===== src/rtl/dbf_pkg.sv =====
// Delay-and-sum beamformer: shared defaults, width helpers and saturation.
package dbf_pkg;

  localparam int DEF_LINES       = 4;
  localparam int DEF_SAMPLE_BITS = 16;
  localparam int DEF_SLOT_BITS   = 32;
  localparam int DEF_DEPTH       = 16;

  function automatic int nch(input int lines);
    return 2 * lines;
  endfunction

  function automatic int addr_w(input int n);
    return (n > 1) ? $clog2(n) : 1;
  endfunction

  function automatic int sum_w(input int bits, input int n);
    return bits + addr_w(n);
  endfunction

  function automatic logic signed [63:0] saturate(
    input logic signed [63:0] v,
    input int                 bits
  );
    logic signed [63:0] hi;
    logic signed [63:0] lo;
    hi = (64'sd1 <<< (bits - 1)) - 64'sd1;
    lo = -hi - 64'sd1;
    if (v > hi) return hi;
    if (v < lo) return lo;
    return v;
  endfunction

endpackage


===== src/rtl/dbf_delay_line.sv =====
// Single-channel circular sample buffer with combinational read port.
module dbf_delay_line
  import dbf_pkg::*;
#(
  parameter int W     = DEF_SAMPLE_BITS,
  parameter int DEPTH = DEF_DEPTH,
  parameter int AW    = addr_w(DEPTH)
) (
  input  logic          clk,
  input  logic          we,
  input  logic [AW-1:0] wa,
  input  logic [W-1:0]  wd,
  input  logic [AW-1:0] ra,
  output logic [W-1:0]  rd
);

  // Contents are deliberately not reset; the fill count masks stale entries.
  logic [W-1:0] mem [DEPTH];

  always_ff @(posedge clk) begin
    if (we) mem[wa] <= wd;
  end

  assign rd = mem[ra];

endmodule


===== src/rtl/delay_sum_beamformer.sv =====
// I2S multi-line receiver, per-channel frame delay, enable-masked sum,
// and I2S retransmit of the saturated sum.
module delay_sum_beamformer
  import dbf_pkg::*;
#(
  parameter int NUM_LINES   = DEF_LINES,
  parameter int SAMPLE_BITS = DEF_SAMPLE_BITS,
  parameter int SLOT_BITS   = DEF_SLOT_BITS,
  parameter int DEPTH       = DEF_DEPTH
) (
  input  logic                                     clk,
  input  logic                                     reset,
  input  logic [NUM_LINES-1:0]                     sd_in,
  output logic                                     ws_out,
  input  logic                                     cfg_we,
  input  logic [addr_w(nch(NUM_LINES))-1:0]        cfg_ch,
  input  logic [addr_w(DEPTH)-1:0]                 cfg_delay,
  input  logic                                     cfg_en,
  output logic [sum_w(SAMPLE_BITS,nch(NUM_LINES))-1:0] sum_out,
  output logic                                     sum_valid,
  output logic                                     sd_out
);

  localparam int NCH = nch(NUM_LINES);
  localparam int CW  = addr_w(NCH);
  localparam int DW  = addr_w(DEPTH);
  localparam int SB  = SAMPLE_BITS;
  localparam int SW  = sum_w(SAMPLE_BITS, NCH);
  localparam int FW  = addr_w(2 * SLOT_BITS);

  localparam logic [FW-1:0] LAST = FW'(2 * SLOT_BITS - 1);
  localparam logic [FW-1:0] SLOT = FW'(SLOT_BITS);
  localparam logic [FW-1:0] SBF  = FW'(SAMPLE_BITS);
  localparam logic [DW:0]   FULL = (DW + 1)'(DEPTH);

  logic [FW-1:0] fcnt;
  logic [FW-1:0] off;
  logic          ws;
  logic          fend;
  logic          win;
  logic          wr_done;
  logic          cfg_ok;

  logic [DW-1:0] wp;
  logic [DW:0]   fill;
  logic [DW:0]   fill_nx;

  logic [SB-1:0] sh    [NCH];
  logic [SB-1:0] sh_nx [NCH];
  logic [SB-1:0] rd    [NCH];
  logic [DW-1:0] ra    [NCH];
  logic [DW-1:0] dly    [NCH];
  logic [DW-1:0] dly_sh [NCH];
  logic [NCH-1:0] en;
  logic [NCH-1:0] en_sh;

  logic signed [SW-1:0] acc;
  logic [SB-1:0]        tx;

  assign ws   = fcnt >= SLOT;
  assign fend = fcnt == LAST;
  assign off  = ws ? fcnt - SLOT : fcnt;
  assign win  = (off != '0) && (off <= SBF);

  assign fill_nx = (fill == FULL) ? fill : fill + 1'b1;

  generate
    if (NCH == (1 << CW)) begin : g_cfg_all
      assign cfg_ok = cfg_we;
    end else begin : g_cfg_chk
      assign cfg_ok = cfg_we && ({1'b0, cfg_ch} < (CW + 1)'(NCH));
    end
  endgenerate

  // Current slot's channel shifts MSB first during the sample window.
  always_comb begin
    sh_nx = sh;
    if (win) begin
      for (int l = 0; l < NUM_LINES; l++) begin
        sh_nx[2*l + (ws ? 1 : 0)] =
          {sh[2*l + (ws ? 1 : 0)][SB-2:0], sd_in[l]};
      end
    end
  end

  always_comb begin
    for (int c = 0; c < NCH; c++) begin
      ra[c] = wp - dly[c] - DW'(1);
    end
  end

  // wp has already advanced here, hence the extra -1 on the read address.
  always_comb begin
    acc = '0;
    for (int c = 0; c < NCH; c++) begin
      if (en[c] && ({1'b0, dly[c]} < fill)) begin
        acc = acc + {{CW{rd[c][SB-1]}}, rd[c]};
      end
    end
  end

  generate
    for (genvar g = 0; g < NCH; g++) begin : g_line
      dbf_delay_line #(
        .W     (SB),
        .DEPTH (DEPTH),
        .AW    (DW)
      ) u_line (
        .clk (clk),
        .we  (fend),
        .wa  (wp),
        .wd  (sh_nx[g]),
        .ra  (ra[g]),
        .rd  (rd[g])
      );
    end
  endgenerate

  always_ff @(posedge clk) begin
    if (reset) begin
      fcnt      <= '0;
      wp        <= '0;
      fill      <= '0;
      wr_done   <= 1'b0;
      sh        <= '{default: '0};
      dly       <= '{default: '0};
      dly_sh    <= '{default: '0};
      en        <= '1;
      en_sh     <= '1;
      sum_out   <= '0;
      sum_valid <= 1'b0;
      tx        <= '0;
    end else begin
      fcnt      <= fend ? '0 : fcnt + 1'b1;
      sh        <= sh_nx;
      wr_done   <= fend;
      sum_valid <= wr_done;
      if (cfg_ok) begin
        dly_sh[cfg_ch] <= cfg_delay;
        en_sh[cfg_ch]  <= cfg_en;
      end
      if (fend) begin
        wp   <= wp + 1'b1;
        fill <= fill_nx;
        dly  <= dly_sh;
        en   <= en_sh;
      end
      if (wr_done) begin
        sum_out <= acc;
        tx      <= SB'(saturate({{(64-SW){acc[SW-1]}}, acc}, SAMPLE_BITS));
      end else if (!ws && win) begin
        tx <= {tx[SB-2:0], 1'b0};
      end
    end
  end

  assign ws_out = ~reset & ws;
  assign sd_out = ~reset & ~ws & win & tx[SB-1];

endmodule


===== config.mk =====
export PLATFORM = sky130hd
export DESIGN_NAME = delay_sum_beamformer
export DESIGN_NICKNAME = d
export VERILOG_FILES = /design/src/rtl/dbf_pkg.sv /design/src/rtl/dbf_delay_line.sv /design/src/rtl/delay_sum_beamformer.sv
export SDC_FILE = /design/constraint.sdc
export NUM_CORES = 2
export LEC_CHECK = 0
export BUFFER_PORTS_ARGS = -buffer_cell sky130_fd_sc_hd__buf_2
export CORE_MARGIN = 2
export CORE_UTILIZATION = 55
export DETAILED_ROUTE_END_ITERATION = 10
export PLACE_DENSITY_LB_ADDON = 0.3
export SYNTH_ARGS = -nofsm -noshare
export SYNTH_HDL_FRONTEND = slang
export SYNTH_SLANG_ARGS = --single-unit

===== constraint.sdc =====
create_clock -name clk -period 29.6 [get_ports clk]
set_input_delay 5.92 -clock clk [delete_from_list [all_inputs] [get_ports clk]]
set_output_delay 5.92 -clock clk [all_outputs]
set_load 0.02 [all_outputs]

Word-level counts from Yosys, hierarchy flattened
Memory sizes are Yosys's and may differ from the RTL's.
Cells that the tools add are included.

word-level totals
  bits in latches = 0
  bits in writable memories = 2048
  ROM bits = 0
  word-level logic and storage cells = 186
  memories kept = 8
  flip-flop bits (word level) = 260

memory list
  memory                words  width  rd ports  clocked after memory_dff  wr ports  line                  text
  g_line[0].u_line.mem  16     16     1         0                         1         dbf_delay_line.sv:18  logic [W-1:0] mem [DEPTH];
  g_line[1].u_line.mem  16     16     1         0                         1         dbf_delay_line.sv:18
  g_line[2].u_line.mem  16     16     1         0                         1         dbf_delay_line.sv:18
  g_line[3].u_line.mem  16     16     1         0                         1         dbf_delay_line.sv:18
  g_line[4].u_line.mem  16     16     1         0                         1         dbf_delay_line.sv:18
  g_line[5].u_line.mem  16     16     1         0                         1         dbf_delay_line.sv:18
  +2 memories           n/a    n/a    n/a       n/a                       n/a       n/a

operators by class
  bitwise logic cells = 12
  $add $sub $neg = 30
  order comparisons = 24
  equal/unequal tests = 2
  multiplexer cells = 56
  $mul = 0
  div/mod/pow operators = 0
  shifts and indexed selects = 0
  reductions and logical operators = 21

operators with widths
  kind                                                   number
  bitwise mux 128 bit                                    4
  binary-select mux 16 bit (select 3 bit)                4
  demux 16 bit (select 3 bit)                            4
  2-to-1 mux 16 bit                                      10
  2-to-1 mux 19 bit                                      8
  adder 19 bit                                           7
  >= comparator 32 x 4 -> 1 bit (second input constant)  4
  < comparator 32 x 1 -> 1 bit (second input constant)   4
  2-to-1 mux 128 bit                                     1
  2-to-1 mux 15 bit                                      8
  inverter 32 bit                                        3
  < comparator 4 x 5 -> 1 bit                            8
  adder 3 x 32 -> 32 bit (first input constant)          1
  adder 4 x 32 -> 32 bit (first input constant)          1
  bitwise mux 32 bit                                     1
  inverter 4 -> 32 bit                                   1
  subtractor 4 x 1 -> 4 bit (second input constant)      8
  subtractor 4 bit                                       8
  > comparator 19 x 16 -> 1 bit (second input constant)  1
  < comparator 19 x 16 -> 1 bit (second input constant)  1
  logical AND 1 bit                                      16
  demux 4 bit (select 3 bit)                             1
  2-to-1 mux 1 bit                                       11
  bitwise mux 8 bit                                      1
  other kinds (24)                                       29

Depth between registers and ports, before layout
An unclocked memory read counts as a cell.

  depth after elaboration = 28
  depth in mapped cells = 77
  depth with buffers taken out = 69

Modules after synthesis
Synthesis repeated with hierarchy kept, for this count alone.

unflattened totals
  cell total of the unflattened synthesis = 5883
  area total of the unflattened synthesis = 97818.8 um^2

by module, submodules not included
  module                                 cells an instance  seq. area each (um^2)  times used  area each (um^2)
  dbf_delay_line (g_line[0].u_line ...)  416                7687.4                 7           9723.1
  delay_sum_beamformer                   2555               5205.0                 1           20035.5
  dbf_delay_line (g_line[1].u_line)      416                7687.4                 1           9721.8

Least setup slack after synthesis
OpenSTA, ideal clock, no wires.

  kind = register to register
  start = reg wp[1]
  end = reg tx[10]
  buffers on the path = 10
  stages on the path, launching flop included = 72
  data arrival time = 15.333 ns
  data required time = 29.485 ns
  period minus slack after synthesis = 15.448 ns
  library setup time = 0.115 ns
  setup slack = 14.152 ns
  path through = dfxtp_1 -> inv_1 -> fa_1 -> buf_1 -> buf_4 -> buf_2 -> buf_2 -> buf_1 -> clkbuf_1 -> clkbuf_1 -> clkbuf_1 -> mux4_2 -> mux2i_1 -> a211oi_1 -> ha_1 -> a21oi_1 -> maj3_2 -> xnor2_1 -> [... 36 more ...] -> o211a_1 -> a21oi_1 -> inv_1 -> ha_1 -> a21oi_1 -> o21ai_0 -> xnor2_1 -> nor2_1 -> xnor2_1 -> xnor2_1 -> xnor2_1 -> xnor2_1 -> xnor2_1 -> xnor2_2 -> a21boi_2 -> buf_2 -> nor2_1 -> o21a_1

between the ends
  word-level cells in the longest chain between the ends = 26
  elaborated cells between the ends (all ways) = 52

RTL lines
  item                            line                         text
  from (decl)                     delay_sum_beamformer.sv:44   logic [DW-1:0] wp;
  from (signal assigned)          delay_sum_beamformer.sv:143  wp <= wp + 1'b1;
  subtractor 4 bit                delay_sum_beamformer.sv:88   ra[c] = wp - dly[c] - DW'(1);
  subtractor 4 x 1 -> 4 bit       delay_sum_beamformer.sv:88
  memory (16 x 16 bit)            n/a
  2-to-1 mux 19 bit               delay_sum_beamformer.sv:96   if (en[c] && ({1'b0, dly[c]} < fill)) begin
  adder 19 bit                    delay_sum_beamformer.sv:97   acc = acc + {{CW{rd[c][SB-1]}}, rd[c]};
  2-to-1 mux 19 bit               delay_sum_beamformer.sv:96
  adder 19 bit                    delay_sum_beamformer.sv:97
  2-to-1 mux 19 bit               delay_sum_beamformer.sv:96
  [... 9 more ...]                n/a
  2-to-1 mux 19 bit (*)           delay_sum_beamformer.sv:96
  < comparator 19 x 16 -> 1 bit   dbf_pkg.sv:30                if (v < lo) return lo;
  2-to-1 mux 1 bit (2 in series)  dbf_pkg.sv:30
  2-to-1 mux 1 bit                delay_sum_beamformer.sv:148  if (wr_done) begin
  2-to-1 mux 1 bit                delay_sum_beamformer.sv:120  if (reset) begin
  2-to-1 mux 16 bit               dbf_pkg.sv:31                return v;
  2-to-1 mux 16 bit (*)           dbf_pkg.sv:30
  2-to-1 mux 16 bit (*)           delay_sum_beamformer.sv:148
  to (signal assigned)            delay_sum_beamformer.sv:150  tx <= SB'(saturate({{(64-SW){acc[SW-1]}}, acc}, SAMPLE_BITS));
  to (signal assigned)            delay_sum_beamformer.sv:152  tx <= {tx[SB-2:0], 1'b0};
  to (decl)                       delay_sum_beamformer.sv:58   logic [SB-1:0] tx;

Every way passes the cells marked *; elsewhere a longest branch is shown, timed or not. The select of a mux whose other input is x is not followed.
A chain may end at the register's enable or synchronous reset.

Worst setup path in the final report
  start = reg wp[0]
  end = reg tx[3]

The elaborated chain is that of the path after synthesis.

==> out/qor.csv <==
stage,metric,value,unit
grt,grt_pass1_vias,51835,
grt,grt_pass1_wl,333000,um
logic_synthesis,yosys_warnings,0,
logic_synthesis,synth_top_area_share,63.6,%
critical_path,cp-start-kind,flop,
logic_synthesis,syn_inst,5566,
sta,rsz0062_at_grt,no,
critical_path,worstPathArrival,16690,ps
sta,hold_violations,0,
sta,worstMarginPinSlew,1270,ps
cts,cts.sink_count,2308,
cells_and_area,fillers,12130,
routing,avgViaCountPerCell,6.28,
critical_path,criticalPathCategory,reg2reg,
grt,grt_start_max_net_pins,94,
run,cap_violations,0,
cts,clk_pin_slew_worst_paths,60,ps
sta,finalSetupViolations,0,
cells_and_area,syn_to_final_growth,11.4,%
logic_synthesis,synth_ff_type,edfxtp_1,
logic_synthesis,synth_cell_types,96,
status,status,"complete, no violations",
cts,cts_setup_buffers,0,
cells_and_area,seqCellArea,66700,um^2
pwr,leakage,37.4,nW
logic_synthesis,synthTopCellsByArea,"edfxtp_1 (64%), mux4_2 (12%), dfxtp_1 (5.4%)",
min_path,hold_path.class,reg2reg,
cts,h-tree-depth,4,
cts,cts_resized,0,
die,chipWidth,423,um
die,die_area,179000,um^2
logic_synthesis,syn_nets,5772,
sta,fin_skew,59.5,ps
sta,fmax,63.0,MHz
logic_synthesis,synth.top_cells.by_count,"edfxtp_1 (2048), mux4_2 (508), a21oi_1 (267)",
cells_and_area,multiInputGateArea,28900,um^2
pwr,powerDensity,60.1,nW/um^2
routing,wl_per_cell,27.4,um
die,die_h,423,um
placed_design,place_congestion,0.877,
placed_design,place_ws,13930,ps
cts,cts_tree,done,
die,pin_count,37,
grt,grt.overflow.total,0,
cts,insertion_delay,880,ps
grt,track_usage,25.1,%
routing,drc,0,
cts,cts_hold_buf,0,
routing,dr.first_iter.drc_count,4853,
sta,fin_ws,13730,ps
sta,drv_slew,0,
logic_synthesis,yosysTopAreaCell,edfxtp_1,
routing,detail-route-antenna-nets,0,
sta,hold-worst-slack,446,ps
cts,root_buffer,clkbuf_16,
grt,antenna_found_initial,8,
logic_synthesis,ys_seq_area_share,68.9,%
sta,timing.final.crit_period,15870,ps
logic_synthesis,synth_edf_count,2048,
critical_path,crit_path_max_fanout,42,
critical_path,cpPeakStageDelay,1160,ps
cells_and_area,layout-drive-gt1-share,21.3,%
die,initial_core_util,55.5,%
routing,totalWireLength,224000,um
critical_path,endpoint_kind,flop,
routing,vias,51425,
die,num_rows,153,
sta,relSlewSlack,13.1,%
logic_synthesis,synth_area,96800,um^2
die,placeableCoreArea,174000,um^2
cts,clk_path_buf_depth,3,
placed_design,port_buffers,36,
cells_and_area,final_nets,5869,
pwr,p_total,6.48,mW
logic_synthesis,synth_most_common_cell,edfxtp_1,
critical_path,crit_required,30420,ps
cts,cts_made_buffers,220,
placed_design,dpl.hpwl,124000,um
pwr,peakVddDrop,0.0000686,V
critical_path,crit_path_top_delay_cell,fa_4,
logic_synthesis,avgSynthCellArea,17.4,um^2
logic_synthesis,synthArstFlopShare,0,%
routing,dr.pass1.iters,6,
sta,finalSetupTns,0,ps
sta,finalCritPeriodShare,53.6,%
logic_synthesis,synth_seq_cells,2308,
## cell families after synthesis
logic type	share of synthesized area, %
flip-flops	68.9
AND/OR/NAND/NOR	4.68
multiplexers	15.6
AO/OA/AOI/OAI	5.08
buffers and inverters	1.67
adder cells (fa/ha/maj)	2.63
XOR/XNOR	1.46
## flip-flops by register name (all words and copies together) (netlist names), 8 cells and up
signal and flops:
g_line.u_line.mem 2048, en 8, sh 128, en_sh 8
dly_sh 32, sum_out 19, tx 16, dly 32
## worst max-delay path, delay by kind of cell (launching register included)
family,cells,cell delay [ps]
adders and majority gates,11,4210
and+or+nand+nor,12,2400
DFF,1,480
buffers and inverters,8,1170
AOI/OAI and AO/OA,21,5670
muxes,3,620
xor gates and xnor gates,8,1240
## routing by layer
layer / track usage, % / routed length (um)
met5: 0 / 0
met4: 7.78 / 6320
met3: 3.69 / 14100
met2: 41.8 / 112000
met1: 34.4 / 92100
## per-stage QoR
stage	area, um^2	instances	util, %
floorplan	96800	5566	-
global placement	100000	7766	57.4
detailed placement	100000	7766	57.4
CTS	108000	8188	61.8
global route	108000	8191	61.8
finish	108000	8192	61.8
## path summary, 6_finish.rpt
check | slack (ps) | cells after the start | endpoint | start
hold reg to reg | 450 | 2 | dly[16]$_SDFFE_PP0P_ | dly_sh[16]$_SDFFE_PP0P_
setup reg to reg | 13730 | 63 | tx[3]$_SDFFE_PP0P_ | wp[0]$_SDFFE_PP0P_
setup / recovery | 13730 | 63 | tx[3]$_SDFFE_PP0P_ | wp[0]$_SDFFE_PP0P_
hold / removal | 450 | 2 | dly[16]$_SDFFE_PP0P_ | dly_sh[16]$_SDFFE_PP0P_
## report_power, final
part | internal, mW | leakage, nW | switching, mW | total [mW]
clock | 1.71 | 3.73 | 1.22 | 2.93
combinational | 0.0119 | 12.7 | 0.0301 | 0.0420
sequential | 3.50 | 20.9 | 0.00173 | 3.51
total | 5.22 | 37.4 | 1.25 | 6.48
## cells in the final DEF (no fill, tap or decap), types with 28 or more instances in the layout
cell type and n:
mux2_2 149, edfxtp_1 2048, clkbuf_16 224, o21a_1 34
a211oi_1 114, nor2b_1 233, o21ai_0 97, o21bai_1 41
mux4_2 508, buf_4 113, and3_1 36, ha_1 168
a21o_1 31, clkinv_2 38, a21oi_1 267, mux2i_1 186
nor2_1 198, dfxtp_1 260, clkinv_1 29, bufinv_16 28
clkbuf_1 51, xnor2_1 111, inv_1 135, buf_2 35
nand3_1 32, nand2_1 219
## area by class of cell
class	count	share of cell area, %
Antenna cell	4	0.00929
Clock buffer	300	5.70
Clock inverter	122	1.41
Inverter	139	0.484
Multi-Input combinational cell	2842	26.8
Sequential cell	2308	61.9
Tap cell	2325	2.70
Timing Repair Buffer	152	1.02
Note: power is estimated with default switching activity, not from simulation.
